**src/rtl/reg_dump_tx.sv**
```systemverilog
// reg_dump_tx: snapshots r0-r5 on trigger and streams a framed, checksummed byte dump over valid/ready.
module reg_dump_tx #(
  parameter logic [7:0] HEADER = 8'hA5
) (
  input  logic        clock,
  input  logic        reset_n,
  input  logic        trigger,
  input  logic [31:0] r0,
  input  logic [31:0] r1,
  input  logic [31:0] r2,
  input  logic [31:0] r3,
  input  logic [31:0] r4,
  input  logic [31:0] r5,
  input  logic        out_ready,
  output logic        out_valid,
  output logic [7:0]  out_data,
  output logic        out_last,
  output logic        busy
);
  typedef enum logic [2:0] {IDLE, HDR, SEQ, DATA, CSUM} state_t;
  state_t state, state_n;
  logic [191:0] snap, shifted;
  logic [4:0] idx;
  logic [7:0] seq, csum, data_byte;
  logic xfer;
  assign out_valid = state != IDLE;
  assign out_last = state == CSUM;
  assign xfer = out_valid && out_ready;
  // r0 occupies the top of the snapshot, so shifting left by idx bytes yields the next big-endian byte
  always_comb begin
    shifted = snap << {idx, 3'b000};
    data_byte = shifted[191:184];
    out_data = state == HDR  ? HEADER :
               state == SEQ  ? seq :
               state == DATA ? data_byte :
               state == CSUM ? csum : 8'h00;
    state_n = state;
    case (state)
      IDLE:    state_n = trigger ? HDR : IDLE;
      HDR:     state_n = out_ready ? SEQ : HDR;
      SEQ:     state_n = out_ready ? DATA : SEQ;
      DATA:    state_n = out_ready && idx == 5'd23 ? CSUM : DATA;
      CSUM:    state_n = out_ready ? IDLE : CSUM;
      default: state_n = IDLE;
    endcase
  end
  always_ff @(posedge clock or negedge reset_n) begin
    if (!reset_n) begin
      state <= IDLE;
      busy <= 1'b0;
    end else begin
      state <= state_n;
      busy <= state_n != IDLE;
    end
  end
  always_ff @(posedge clock or negedge reset_n) begin
    if (!reset_n) begin
      snap <= '0;
      idx <= '0;
      seq <= '0;
      csum <= '0;
    end else if (state == IDLE && trigger) begin
      snap <= {r0, r1, r2, r3, r4, r5};
      csum <= '0;
    end else if (xfer) begin
      idx <= state == DATA ? idx + 5'd1 : 5'd0;
      csum <= state == SEQ ? csum + seq : state == DATA ? csum + data_byte : csum;
      seq <= state == CSUM ? seq + 8'd1 : seq;
    end
  end
endmodule

```
**config.mk**
```make
export PLATFORM = sky130hd
export DESIGN_NAME = reg_dump_tx
export DESIGN_NICKNAME = d
export VERILOG_FILES = /design/src/rtl/reg_dump_tx.sv
export SDC_FILE = /design/constraint.sdc
export NUM_CORES = 1
export LEC_CHECK = 0
export CAP_MARGIN = 30
export CORE_MARGIN = 3
export CORE_UTILIZATION = 52
export DETAILED_ROUTE_END_ITERATION = 16
export GPL_ROUTABILITY_DRIVEN = 0
export PLACE_DENSITY = 0.85
export SKIP_LAST_GASP = 1
export SLEW_MARGIN = 20
export SYNTH_ARGS = -nofsm -noshare
export SYNTH_HDL_FRONTEND = slang
export SYNTH_SLANG_ARGS = --single-unit
export TNS_END_PERCENT = 100
```
**constraint.sdc**
```tcl
create_clock -name clock -period 4.6 [get_ports clock]
set_input_delay 1.38 -clock clock [delete_from_list [all_inputs] [get_ports clock]]
set_output_delay 1.38 -clock clock [all_outputs]
set_load 0.05 [all_outputs]
```
; After elaboration in Yosys (flattened, before gate mapping)
; Cells that the tools add are included.
[word_totals]
latchBits = 0
ff_bits = 217
memories = 0
word_cells = 43
inputBits = 196
mem_bits_rw = 0
rom_bits = 0
[classes]
reduce_logical = 11
bitwise = 1
addsub = 4
shifts = 1
order_cmp = 0
multipliers = 0
muxes = 15
div_mod_pow = 0
eq_ne = 5
[op_table]
columns = op, n
row1 = $shl 192x8->192, 1
row2 = $mux 8, 8
row3 = $add 8x8->8, 2
row4 = $pmux 3 s5, 1
row5 = $reduce_bool 3->1, 3
row6 = $add 8x1->8 const B, 1
row7 = $eq 3x2->1 const B, 2
row8 = $mux 3, 2
row9 = $add 5x1->5 const B, 1
row10 = $eq 5x5->1 const B, 1
row11 = $mux 5, 1
row12 = $reduce_and 2->1, 2
row13 = $eq 3x1->1 const B, 1
row14 = $eq 3x3->1 const B, 1
row15 = $logic_and 1x1->1, 3
row16 = $logic_not 3->1, 1
row17 = $reduce_and 3->1, 1
row18 = $mux 1, 2
row19 = $mux 2, 1
row20 = $reduce_bool 2->1, 1
row21 = $not 1->1, 1

; Logic depth before layout (Yosys ltp)
; Gate-level depths: netlist of the first run.
[logic_depth]
word_depth = 6
ltp_mapped = 16
depth_no_buf = 14

; Least setup slack after synthesis of the first run
; No wires, ideal clock.
[synth_path]
kind = flip-flop to flip-flop
startpoint = register idx[2]
endpoint = register csum[7]
period_less_slack_ns = 4.101
arrival_ns = 3.970
slack_ns = 0.499
path_buffers = 2
stages_incl_launch_ff = 14
setup_ns = 0.131
path_cell_list = dfrtp_1 buf_1 clkbuf_1 mux4_2 mux4_2 a21oi_1 mux2i_1 ha_1 o21ai_1 inv_1 a2111oi_0 or3_1 a21oi_1 or3_1
[synth_between]
elab_chain_len = 6
[synth_lines]
columns = item, line_no
row1 = "start, declared", 23  ; logic [4:0] idx;
row2 = "start signal, assigned", 66  ; idx <= state == DATA ? idx + 5'd1 : 5'd0;
row3 = $shl 192x8->192, 31  ; shifted = snap << {idx, 3'b000};
row4 = $add 8x8->8, 67  ; csum <= state == SEQ ? csum + seq : state == DATA ? csum + data_byte : csum;
row5 = $mux 8 (2 in series), 67
row6 = $mux 8, 65  ; end else if (xfer) begin
row7 = $mux 8, 62  ; end else if (state == IDLE && trigger) begin
row8 = "end signal, assigned", 67
row9 = "end, declared", 24  ; logic [7:0] seq, csum, data_byte;
; No other way between the ends. The select of a mux whose other input is x is not followed.
; A chain may end at the register's enable or synchronous reset.

; Worst setup path after layout of the first run
[layout_path]
startpoint = register idx[0]
endpoint = output port out_data[1]
[layout_between]
elab_chain_len = 4
[layout_lines]
columns = item, line_no
row1 = $shl 192x8->192, 31
row2 = $mux 8, 35  ; state == DATA ? data_byte :
row3 = $mux 8, 34  ; state == SEQ ? seq :
row4 = $mux 8, 33  ; out_data = state == HDR ? HEADER :
row5 = "end, declared", 16  ; output logic [7:0] out_data,
; No other way between the ends.

==> metrics.md, run 1 <==
| Metric | Value |
|---|---|
| Status | completed |
| List of most frequent post-synthesis cells | nand2_1 (602), dfrtp_1 (217), clkbuf_1 (49) |
| Area added between synthesis and finish | 30.4% |
| Hold EP | snap[103]$_DFFE_PN0P_ |
| Ports | between 200 and 250 |
| CTS max path bufs | 3 |
| Avg Inst Size Synth | between 9 and 10 um^2 |
| CTS H-tree lvls | 1 |
| R2r setup slk | approximately 0.5 ns |
| Post-route DRC | 0 |
| DRT antenna net count | 0 |
| First-pass GRT wire length | between 40000 and 50000 um |
| Drt wl/cell | around 19 um |
| Total GRT Usage | 0.283 |
| CTS tree | yes |
| Worst Hold Class | flip-flop to flip-flop |
| Worst Path Buf+Inv | 2 |
| Largest net degree at the start of global routing | between 100 and 150 |
| End of the worst register-to-register path | csum[7]$_DFFE_PN0P_ |
| Final global-route overflow total | 0 |
| Number of flops mapped to enable cells by yosys | 0 |
| Slowest cell on crit path | dfrtp_4 |
| 1st-iter DRT viols | 888 |
| Mapped Nets | 1326 |
| Clk_lat worst skew | roughly 0.53 ns |
| Worst vdd ir | approximately 0.35 mV |
| Area after DPL | around 13000 um^2 |
| Die height | 148 um |
| Endpoints failing setup | 0 |
| Final Net Count | ~1500 |
| Syn. warnings | 0 |
| Die area | 21800 um^2 |
| CP Cell Sequence | buf_4 > mux4_2 > mux4_2 > nand2_1 > o21ai_1 > mux2_2 > a32o_1 > buf_4 |
| FF/Latch Area | between 5000 and 6000 um^2 |
| Gate Count Post-Synth | around 1100 |
| Post-Layout Inst Area | between 10000 and 15000 um^2 |
| CORE AREA | 19600 um^2 |
| Cell Area, Synth | about 10000 um^2 |
| Max Cap Viol | 0 |
| Drt pass-1 iters | 5 |
| Initial core utilization | 0.533 |
| Post-DP HPWL | about 21000 um |
| Worst-path clk slew | 0.06 ns |
| Fraction of registers with async set/reset | 1.00 |
| Top cell type by total area after synthesis | dfrtp_1 |
| Area occupied by multi-input gates | 4650 um^2 |
| Crit path largest cell delay | ~0.56 ns |
| Initial antenna violation count | 2 |
| Main synth FF type | dfrtp_1 |
| Vias | 9027 |
| Required @ worst endpoint | 3.22 ns |
| Layout cells sized above 1 | 0.0952 |
| Leakage Power | ~0.0066 uW |
| Root Buffer | clkbuf_16 |
| CP Class | flip-flop to output pin |
| Diodes inserted | 0 |
| Cell Rows | a little over 50 |
| TritonCTS Buffers | 23 |
| Yosys reg bits | 217 |
| Max Fclk | 222 MHz |
| Worst-Margin Slew | 0.832 ns |
| CTS Hold Bufs | 0 |
| Filler Cell Count | between 1000 and 1500 |
| Vias in the first global route | 9198 |
| Crit end category | output pin |
| Synth unique cells | 49 |
| Sink Count | between 200 and 250 |
| Relative slew slack | 0.446 |
| R2R cell count | 15 |
| Largest cells by area after synthesis | dfrtp_1 (52%), nand2_1 (22%), mux4_2 (9.5%) |
| Post-Route Skew | 0.0124 ns |
| Pwr/cell area | around 580 nW/um^2 |
| Hold Crit Depth | 2 |
| Crit path max-delay family | multiplexers |
| Die W | 148 um |
| Setup ws final | between 0.08 and 0.09 ns |
| Crit path DAT | approximately 3.1 ns |
| Pre-CTS setup slack | roughly 0.33 ns |
| Yosys top cell area share | 0.520 |
| Final Max Tran Viols | 0 |
| Count leader, synth | nand2_1 |
| Min-delay src | snap[103]$_DFFE_PN0P_ |
| DR vias/cell | 5.68 |
| RSZ-0062 raised after global routing | false |
| Post-synthesis sequential area ratio | 0.520 |
| Hold Vio Cnt, Final | 0 |
| Crit Path Max Fanout | 14 |
| Reg2reg start | idx[0]$_DFFE_PN0P_ |
| Port Buffers | about 210 |
| Final period util | 0.981 |
| Post-Route WL | about 31000 um |
| Startpoint types | flip-flop |
| Fin Setup TNS | 0 ns |
| Fin crit period | roughly 4.5 ns |
worst register-to-register path: stages (launching register included):
cell and delay [ns]:
dfrtp_4 0.56, buf_4 0.17, mux4_2 0.49, mux4_2 0.49
nand2_1 0.09, o21ai_1 0.11, mux2i_1 0.28, inv_1 0.08
ha_1 0.28, a21oi_1 0.19, o211ai_1 0.13, a2111oi_0 0.37
buf_4 0.21, or3_1 0.12, a21oi_1 0.06, or3_1 0.36
cells by family after synthesis:
group           synth area share
simple gates               0.245
flops                      0.520
buf+inv                   0.0364
mux                        0.137
compound gates            0.0405
xor+xnor                 0.00838
fa+ha+maj                 0.0127
worst max-delay path by stage:
stage,start,to,slack [ns],cells after the start
after floorplan,idx[2]$_DFFE_PN0P_,csum[7]$_DFFE_PN0P_,0.50,13
after global placement,idx[0]$_DFFE_PN0P_,csum[7]$_DFFE_PN0P_,0.37,13
after detailed placement,idx[0]$_DFFE_PN0P_,csum[7]$_DFFE_PN0P_,0.33,14
after CTS,idx[2]$_DFFE_PN0P_,out_data[1],0.02,7
after global routing,idx[0]$_DFFE_PN0P_,out_data[5],0.007,8
final,idx[0]$_DFFE_PN0P_,out_data[1],0.09,8
per-layer routing:
layer / global-route usage / share of wire
met1: 0.366 / 0.37
met2: 0.461 / 0.48
met3: 0.0628 / 0.090
met4: 0.129 / 0.051
met5: 0 / 0.00088
registers in the layout (all words and copies together) (netlist names):
signal  count
seq         8
csum        8
state       3
snap      192
busy        1
idx         5
stage by stage:
step	hold WS [ns]	util	total power (uW)	instances
floorplan	0.437	-	4790	1120
global placement	0.452	0.649	5620	1537
detailed placement	0.455	0.649	5750	1537
CTS	0.470	0.692	7840	1580
global route	0.494	0.696	8320	1589
finish	0.467	0.696	7910	1589
final cells by class:
class	count	area share
Sequential cell	217	0.399
Multi-Input combinational cell	816	0.341
Timing Repair Buffer	231	0.170
Clock buffer	33	0.0487
Tap cell	265	0.0243
Clock inverter	9	0.0118
Inverter	18	0.00496
where the power goes:
group          internal [uW]  total, uW  switching, uW
registers               2440       2950            512
clock network           1230       2010            775
logic                   1440       2950           1510
total                   5110       7910           2800
cells in the final DEF (no fill, tap or decap), types with 6 or more instances in the layout:
master and n:
a21oi_1 11, and3_1 6, buf_4 27, clkbuf_16 23, clkdlybuf4s50_1 197, dfrtp_1 215, ha_1 9, inv_1 15
mux2i_1 15, mux4_1 9, mux4_2 44, nand2_1 602, nand3_1 15, nor2b_1 7, o21ai_1 23, o31ai_1 7
xnor2_1 7
repair_timing:
action                                  CTS  global route
endpoints found under the setup margin    5             5
gates resized for setup                   0             1
hold endpoints to repair                  0             0
setup buffers                             1             9
cloned                                    0             0
pin swaps                                 0             0
Note: power is estimated with default switching activity, not from simulation.
==> inputs of run 2 (changes only) <==
--- a/config.mk
+++ b/config.mk
@@ -6,7 +6,7 @@
 export NUM_CORES = 1
 export LEC_CHECK = 0
 export CAP_MARGIN = 30
-export CORE_MARGIN = 3
+export CORE_MARGIN = 2
 export CORE_UTILIZATION = 52
 export DETAILED_ROUTE_END_ITERATION = 16
 export GPL_ROUTABILITY_DRIVEN = 0
==> run 2 against run 1 <==
Effect of this change: register-to-register slack worse by 0.16 ns; flip-flop and latch count unchanged; worst hold slack better by 0.0036 ns; count of clock-buffer cells in the layout down 4; combinational power about the same; total power down 2.1%; utilization down 0.41 points; largest power group unchanged.
==> metrics.md, run 2 (synthesis gave the netlist of run 1 again) <==
| Metric | Value |
|---|---|
| Commonest non-fill, non-tap cell in the layout | nand2_1 |
| Cell Rows | between 50 and 60 |
| Layout cells sized above 1 | 0.0947 |
| Crit Path Max Fanout | 4 |
| Fin Setup TNS | 0 ns |
| Worst Path Buf+Inv | 2 |
| Initial antenna violation count | 0 |
| Largest net degree at the start of global routing | 98 |
| Int Power | roughly 5000 uW |
| Drt wl/cell | 19.2 um |
| Post-Route WL | 30400 um |
| Max Cap Viol | 0 |
| Crit path largest cell delay | roughly 0.56 ns |
| Switching part of the total power | 0.361 |
| End of the worst register-to-register path | csum[7]$_DFFE_PN0P_ |
| Post-DP HPWL | about 21000 um |
| CTS max path bufs | 3 |
| Area after DPL | roughly 13000 um^2 |
| Endpoints failing setup | 0 |
| Comb power frac | 0.378 |
| Ports | ~210 |
| Fin crit period | about 4.5 ns |
| DR vias/cell | 5.69 |
| Worst-path clk slew | around 0.07 ns |
| Die height | around 150 um |
| Worst vdd ir | between 0.3 and 0.4 mV |
| Pwr/cell area | roughly 570 nW/um^2 |
| Crit end category | output pin |
| Largest register FFs | about 190 |
| Critical Path Most Common Cell | buf_4 |
| Diodes inserted | 0 |
| Status | completed |
| First-pass GRT wire length | around 48000 um |
| CP Class | flip-flop to output pin |
| Port Buffers | about 210 |
| Total GRT Usage | 0.283 |
| Max Fclk | roughly 220 MHz |
| Hold Vio Cnt, Final | 0 |
| Filler Cell Count | about 1400 |
| CP Cell Sequence | buf_4 > mux4_1 > mux4_2 > nand2_1 > o21ai_1 > mux2_2 > a32o_1 > buf_4 |
| Largest reg by FF count | snap |
| Final global-route overflow total | 0 |
| Hold EP | snap[12]$_DFFE_PN0P_ |
| Crit. Startpoint | idx[0]$_DFFE_PN0P_ |
| CTS H-tree lvls | 1 |
| Initial core utilization | 0.533 |
| Area added between synthesis and finish | 29.6% |
| Sequential share of power | 0.380 |
| R2r setup slk | approximately 0.34 ns |
| Post-Route Skew | 0.0122 ns |
| Post-Layout Inst Area | roughly 14000 um^2 |
| R2R cell count | 15 |
| Required @ worst endpoint | 3.22 ns |
| Startpoint types | flip-flop |
| Die W | 146 um |
| Biggest registers after layout | snap x192, csum x8, seq x8 |
| Min-delay src | snap[12]$_DFFE_PN0P_ |
| Final period util | 0.974 |
| Vias | between 9000 and 10000 |
| Crit path max-delay family | multiplexers |
| Worst-Margin Slew | just under 0.8 ns |
| Reg2reg start | idx[0]$_DFFE_PN0P_ |
| Die area | 21200 um^2 |
| 1st-iter DRT viols | between 800 and 900 |
| Slowest cell on crit path | mux4_1 |
| Relative slew slack | 0.485 |
| Sink Count | between 200 and 250 |
| Hold Crit Depth | 2 |
| Final Max Tran Viols | 0 |
| Switch Pwr | about 2800 uW |
| Leakage Power | around 0.0066 uW |
| Final Net Count | 1509 |
| DRT antenna net count | 0 |
| Vias in the first global route | about 9000 |
| Crit path DAT | ~3.1 ns |
| Clk_lat worst skew | 0.51 ns |
| CTS Hold Bufs | 0 |
| CORE AREA | roughly 20000 um^2 |
| TritonCTS Buffers | 23 |
| Most frequent cells in the layout | nand2_1 (602), dfrtp_1 (215), clkdlybuf4s50_1 (197) |
| Final hold slack | 0.471 ns |
| Post-route DRC | 0 |
| CTS tree | yes |
| Clock power frac | 0.242 |
| Root Buffer | clkbuf_16 |
| RSZ-0062 raised after global routing | false |
| Worst Hold Class | flip-flop to flip-flop |
| Drt pass-1 iters | 7 |
==> run 2: cell type report <==
type                            count  area [um^2]  area share
Clock inverter                     13          126     0.00933
Timing Repair Buffer              227         2300       0.169
Sequential cell                   217         5440       0.401
Multi-Input combinational cell    816         4650       0.343
Tap cell                          265          332      0.0245
Clock buffer                       29          638      0.0471
Inverter                           18         67.6     0.00499
==> run 2: worst max-delay path by stage <==
stage	endpoint	slack (ns)	depth (start not counted)
floorplan	csum[7]$_DFFE_PN0P_	0.50	13
global placement	csum[7]$_DFFE_PN0P_	0.53	14
detailed placement	csum[7]$_DFFE_PN0P_	0.41	14
CTS	out_data[1]	0.04	7
global route	out_data[1]	0.04	8
finish	out_data[1]	0.12	8
==> run 2: metal layers <==
layer	wire (um)	vias up	global-route usage
met5	0	-	0
met4	1250	0	0.118
met3	2600	88	0.0643
met2	14600	499	0.448
met1	11900	4405	0.380
li1	-	4032	-
==> run 2: repair_timing <==
action                                  4_1_cts  5_1_grt
gates resized for setup                       0        1
hold endpoints to repair                      0        0
setup buffers                                 0        4
endpoints found under the setup margin        0        7
==> run 2: power groups by stage <==
stage / Sequential [uW] / Combinational [uW] / Clock (uW)
detailed placement: 2960 / 2790 / 0
CTS: 2940 / 2830 / 1890
finish: 2940 / 2930 / 1880
global route: 2980 / 3170 / 1970
global placement: 2940 / 2680 / 0
floorplan: 2660 / 2130 / 0
==> run 2: stage by stage <==
stage / setup slack, ns / std cells / util / total power (uW)
finish: 0.117 / 1585 / 0.692 / 7740
global route: 0.0376 / 1585 / 0.692 / 8120
CTS: 0.0395 / 1581 / 0.688 / 7650
detailed placement: 0.414 / 1539 / 0.649 / 5750
global placement: 0.527 / 1539 / 0.649 / 5620
floorplan: 0.499 / 1120 / - / 4790
==> run 2: worst register-to-register path, stage by stage, from the launching register on <==
cell,delay [ns]
dfrtp_4,0.47
buf_4,0.18
mux4_1,0.56
mux4_2,0.48
nand2_1,0.08
o21ai_1,0.11
mux2i_1,0.27
inv_1,0.08
ha_1,0.28
a21oi_1,0.19
o211ai_1,0.13
a2111oi_0,0.52
buf_4,0.23
or3_1,0.10
a21oi_1,0.05
or3_1,0.38
==> inputs of run 3 (changes only) <==
--- a/config.mk
+++ b/config.mk
@@ -7,10 +7,10 @@
 export LEC_CHECK = 0
 export CAP_MARGIN = 30
 export CORE_MARGIN = 2
-export CORE_UTILIZATION = 52
+export CORE_UTILIZATION = 45
 export DETAILED_ROUTE_END_ITERATION = 16
 export GPL_ROUTABILITY_DRIVEN = 0
-export PLACE_DENSITY = 0.85
+export PLACE_DENSITY = 0.76
 export SKIP_LAST_GASP = 1
 export SLEW_MARGIN = 20
 export SYNTH_ARGS = -nofsm -noshare
==> run 3 against run 2 <==
Effect of this change: first-iteration DRC count fell by 16%; global-route usage decreased by 4.5 points; utilization is 9.2 points lower; combinational power about the same; clock skew up 0.0037 ns; register-to-register slack improved by 0.12 ns; worst hold slack worse by 0.00067 ns.
==> metrics.md, run 3 (synthesis gave the netlist of run 1 again) <==
| Metric | Value |
|---|---|
| Die W | 156 um |
| DRT antenna net count | 0 |
| Total GRT Usage | 0.237 |
| Post-Route WL | about 29000 um |
| Hold Vio Cnt, Final | 0 |
| Drt pass-1 iters | 5 |
| Leakage Power | approximately 0.0066 uW |
| Max Fclk | roughly 220 MHz |
| Area added between synthesis and finish | 30.4% |
| Filler Cell Count | around 1900 |
| Startpoint types | flip-flop |
| Drt wl/cell | roughly 18 um |
| Die height | ~160 um |
| Sink Count | approximately 220 |
| Largest register FFs | roughly 190 |
| CTS max path bufs | 3 |
| Diodes inserted | 0 |
| Max Cap Viol | 0 |
| Worst vdd ir | between 0.4 and 0.5 mV |
| Layout cells sized above 1 | 0.0947 |
| DR vias/cell | around 5.4 |
| Clk_lat worst skew | 0.52 ns |
| Commonest non-fill, non-tap cell in the layout | nand2_1 |
| Cell Rows | 55 |
| Status | completed |
| 1st-iter DRT viols | 722 |
| Fin crit period | around 4.5 ns |
| Final Max Tran Viols | 0 |
| Relative slew slack | 0.366 |
| Root Buffer | clkbuf_16 |
| Biggest registers after layout | snap x192, csum x8, seq x8 |
| Final std cells w/o fill | around 1600 |
| Power Total | just under 8000 uW |
| Post-Place Cells | 1557 |
| Final Net Count | ~1500 |
| Worst-Margin Slew | between 0.9 and 1 ns |
| Post_cts resized | 0 |
| Final period util | 0.981 |
| R2r setup slk | between 0.4 and 0.5 ns |
| Most frequent cells in the layout | nand2_1 (602), dfrtp_1 (215), clkdlybuf4s50_1 (197) |
| First-pass GRT wire length | 45000 um |
| TritonCTS Buffers | 23 |
| Endpoints failing setup | 0 |
| CP Class | flip-flop to output pin |
| Ports | ~210 |
| Initial antenna violation count | 0 |
| Post-DP HPWL | between 20000 and 25000 um |
| Vias | approximately 8600 |
| Vias in the first global route | approximately 8500 |
| CTS Hold Bufs | 0 |
| FF/Latch Area | between 5000 and 6000 um^2 |
| Port Buffers | around 210 |
| Setup ws final | 0.0876 ns |
| Finished Core Util | 0.600 |
| Post-Route Skew | between 0.015 and 0.02 ns |
| Largest reg by FF count | snap |
| Crit path DAT | 3.13 ns |
| Pre-CTS setup slack | roughly 0.32 ns |
| CTS H-tree lvls | 1 |
| Initial core utilization | 0.460 |
| Area occupied by multi-input gates | about 4600 um^2 |
| Largest net degree at the start of global routing | about 120 |
| RSZ-0062 raised after global routing | false |
| Post-route DRC | 0 |
| Worst-path clk slew | roughly 0.060 ns |
| Worst Hold Class | flip-flop to flip-flop |
| Final global-route overflow total | 0 |
| CORE AREA | approximately 23000 um^2 |
| CTS tree | yes |
| Crit Path Max Fanout | 7 |
| Crit end category | output pin |
| Die area | approximately 24000 um^2 |
| Fin Setup TNS | 0 ns |
| Required @ worst endpoint | between 3 and 4 ns |
| Pwr/cell area | 570 nW/um^2 |
==> run 3: layout make-up <==
class,instances,area share
sequential,217,0.399
inverter,18,0.00496
clock buffer,34,0.0519
multi-input combinational,816,0.341
tap,285,0.0262
timing repair buffer,227,0.170
clock inverter,8,0.00689
==> run 3: power by group <==
part	leakage [uW]	internal [uW]	total, uW	switching, uW
Sequential	0.00271	2440	2860	421
Combinational	0.00347	1440	2960	1520
Clock	0.000403	1170	1940	766
==> run 3: through the flow <==
stage / area, um^2 / hold WS, ns
after CTS: 13600 / 0.473
after global routing: 13600 / 0.488
after detailed placement: 12700 / 0.458
after floorplan: 10500 / 0.437
final: 13600 / 0.470
after global placement: 12700 / 0.451
==> run 3: timing repair <==
item                       CTS  global route
pin swaps                    0             0
buffers inserted             1             5
setup endpoints to repair    5             8
==> run 3: path summary, 6_finish.rpt <==
path,startpoint,endpoint,depth (start not counted)
min in group asynchronous,reset_n,seq[4]$_DFFE_PN0P_,1
worst max register to register,idx[0]$_DFFE_PN0P_,csum[7]$_DFFE_PN0P_,14
worst min register to register,snap[111]$_DFFE_PN0P_,snap[111]$_DFFE_PN0P_,2
max in group asynchronous,reset_n,snap[98]$_DFFE_PN0P_,2
worst min-delay path,snap[111]$_DFFE_PN0P_,snap[111]$_DFFE_PN0P_,2
worst max-delay path,idx[0]$_DFFE_PN0P_,out_data[1],8
==> run 3: worst max-delay path: stages (launching register included) <==
cell and delay [ns]:
dfrtp_4 0.52, buf_4 0.15, mux4_1 0.52, mux4_2 0.52, nand2_1 0.10, o21ai_1 0.11
mux2_2 0.29, a32o_1 0.22, buf_4 0.19
==> run 3: per-layer routing <==
layer  share of wire  vias up  GRT usage
met2            0.49      347      0.389
li1                -     4020          -
met5               0        -          0
met3           0.069       74     0.0390
met1            0.40     4199      0.317
met4           0.041        0     0.0961
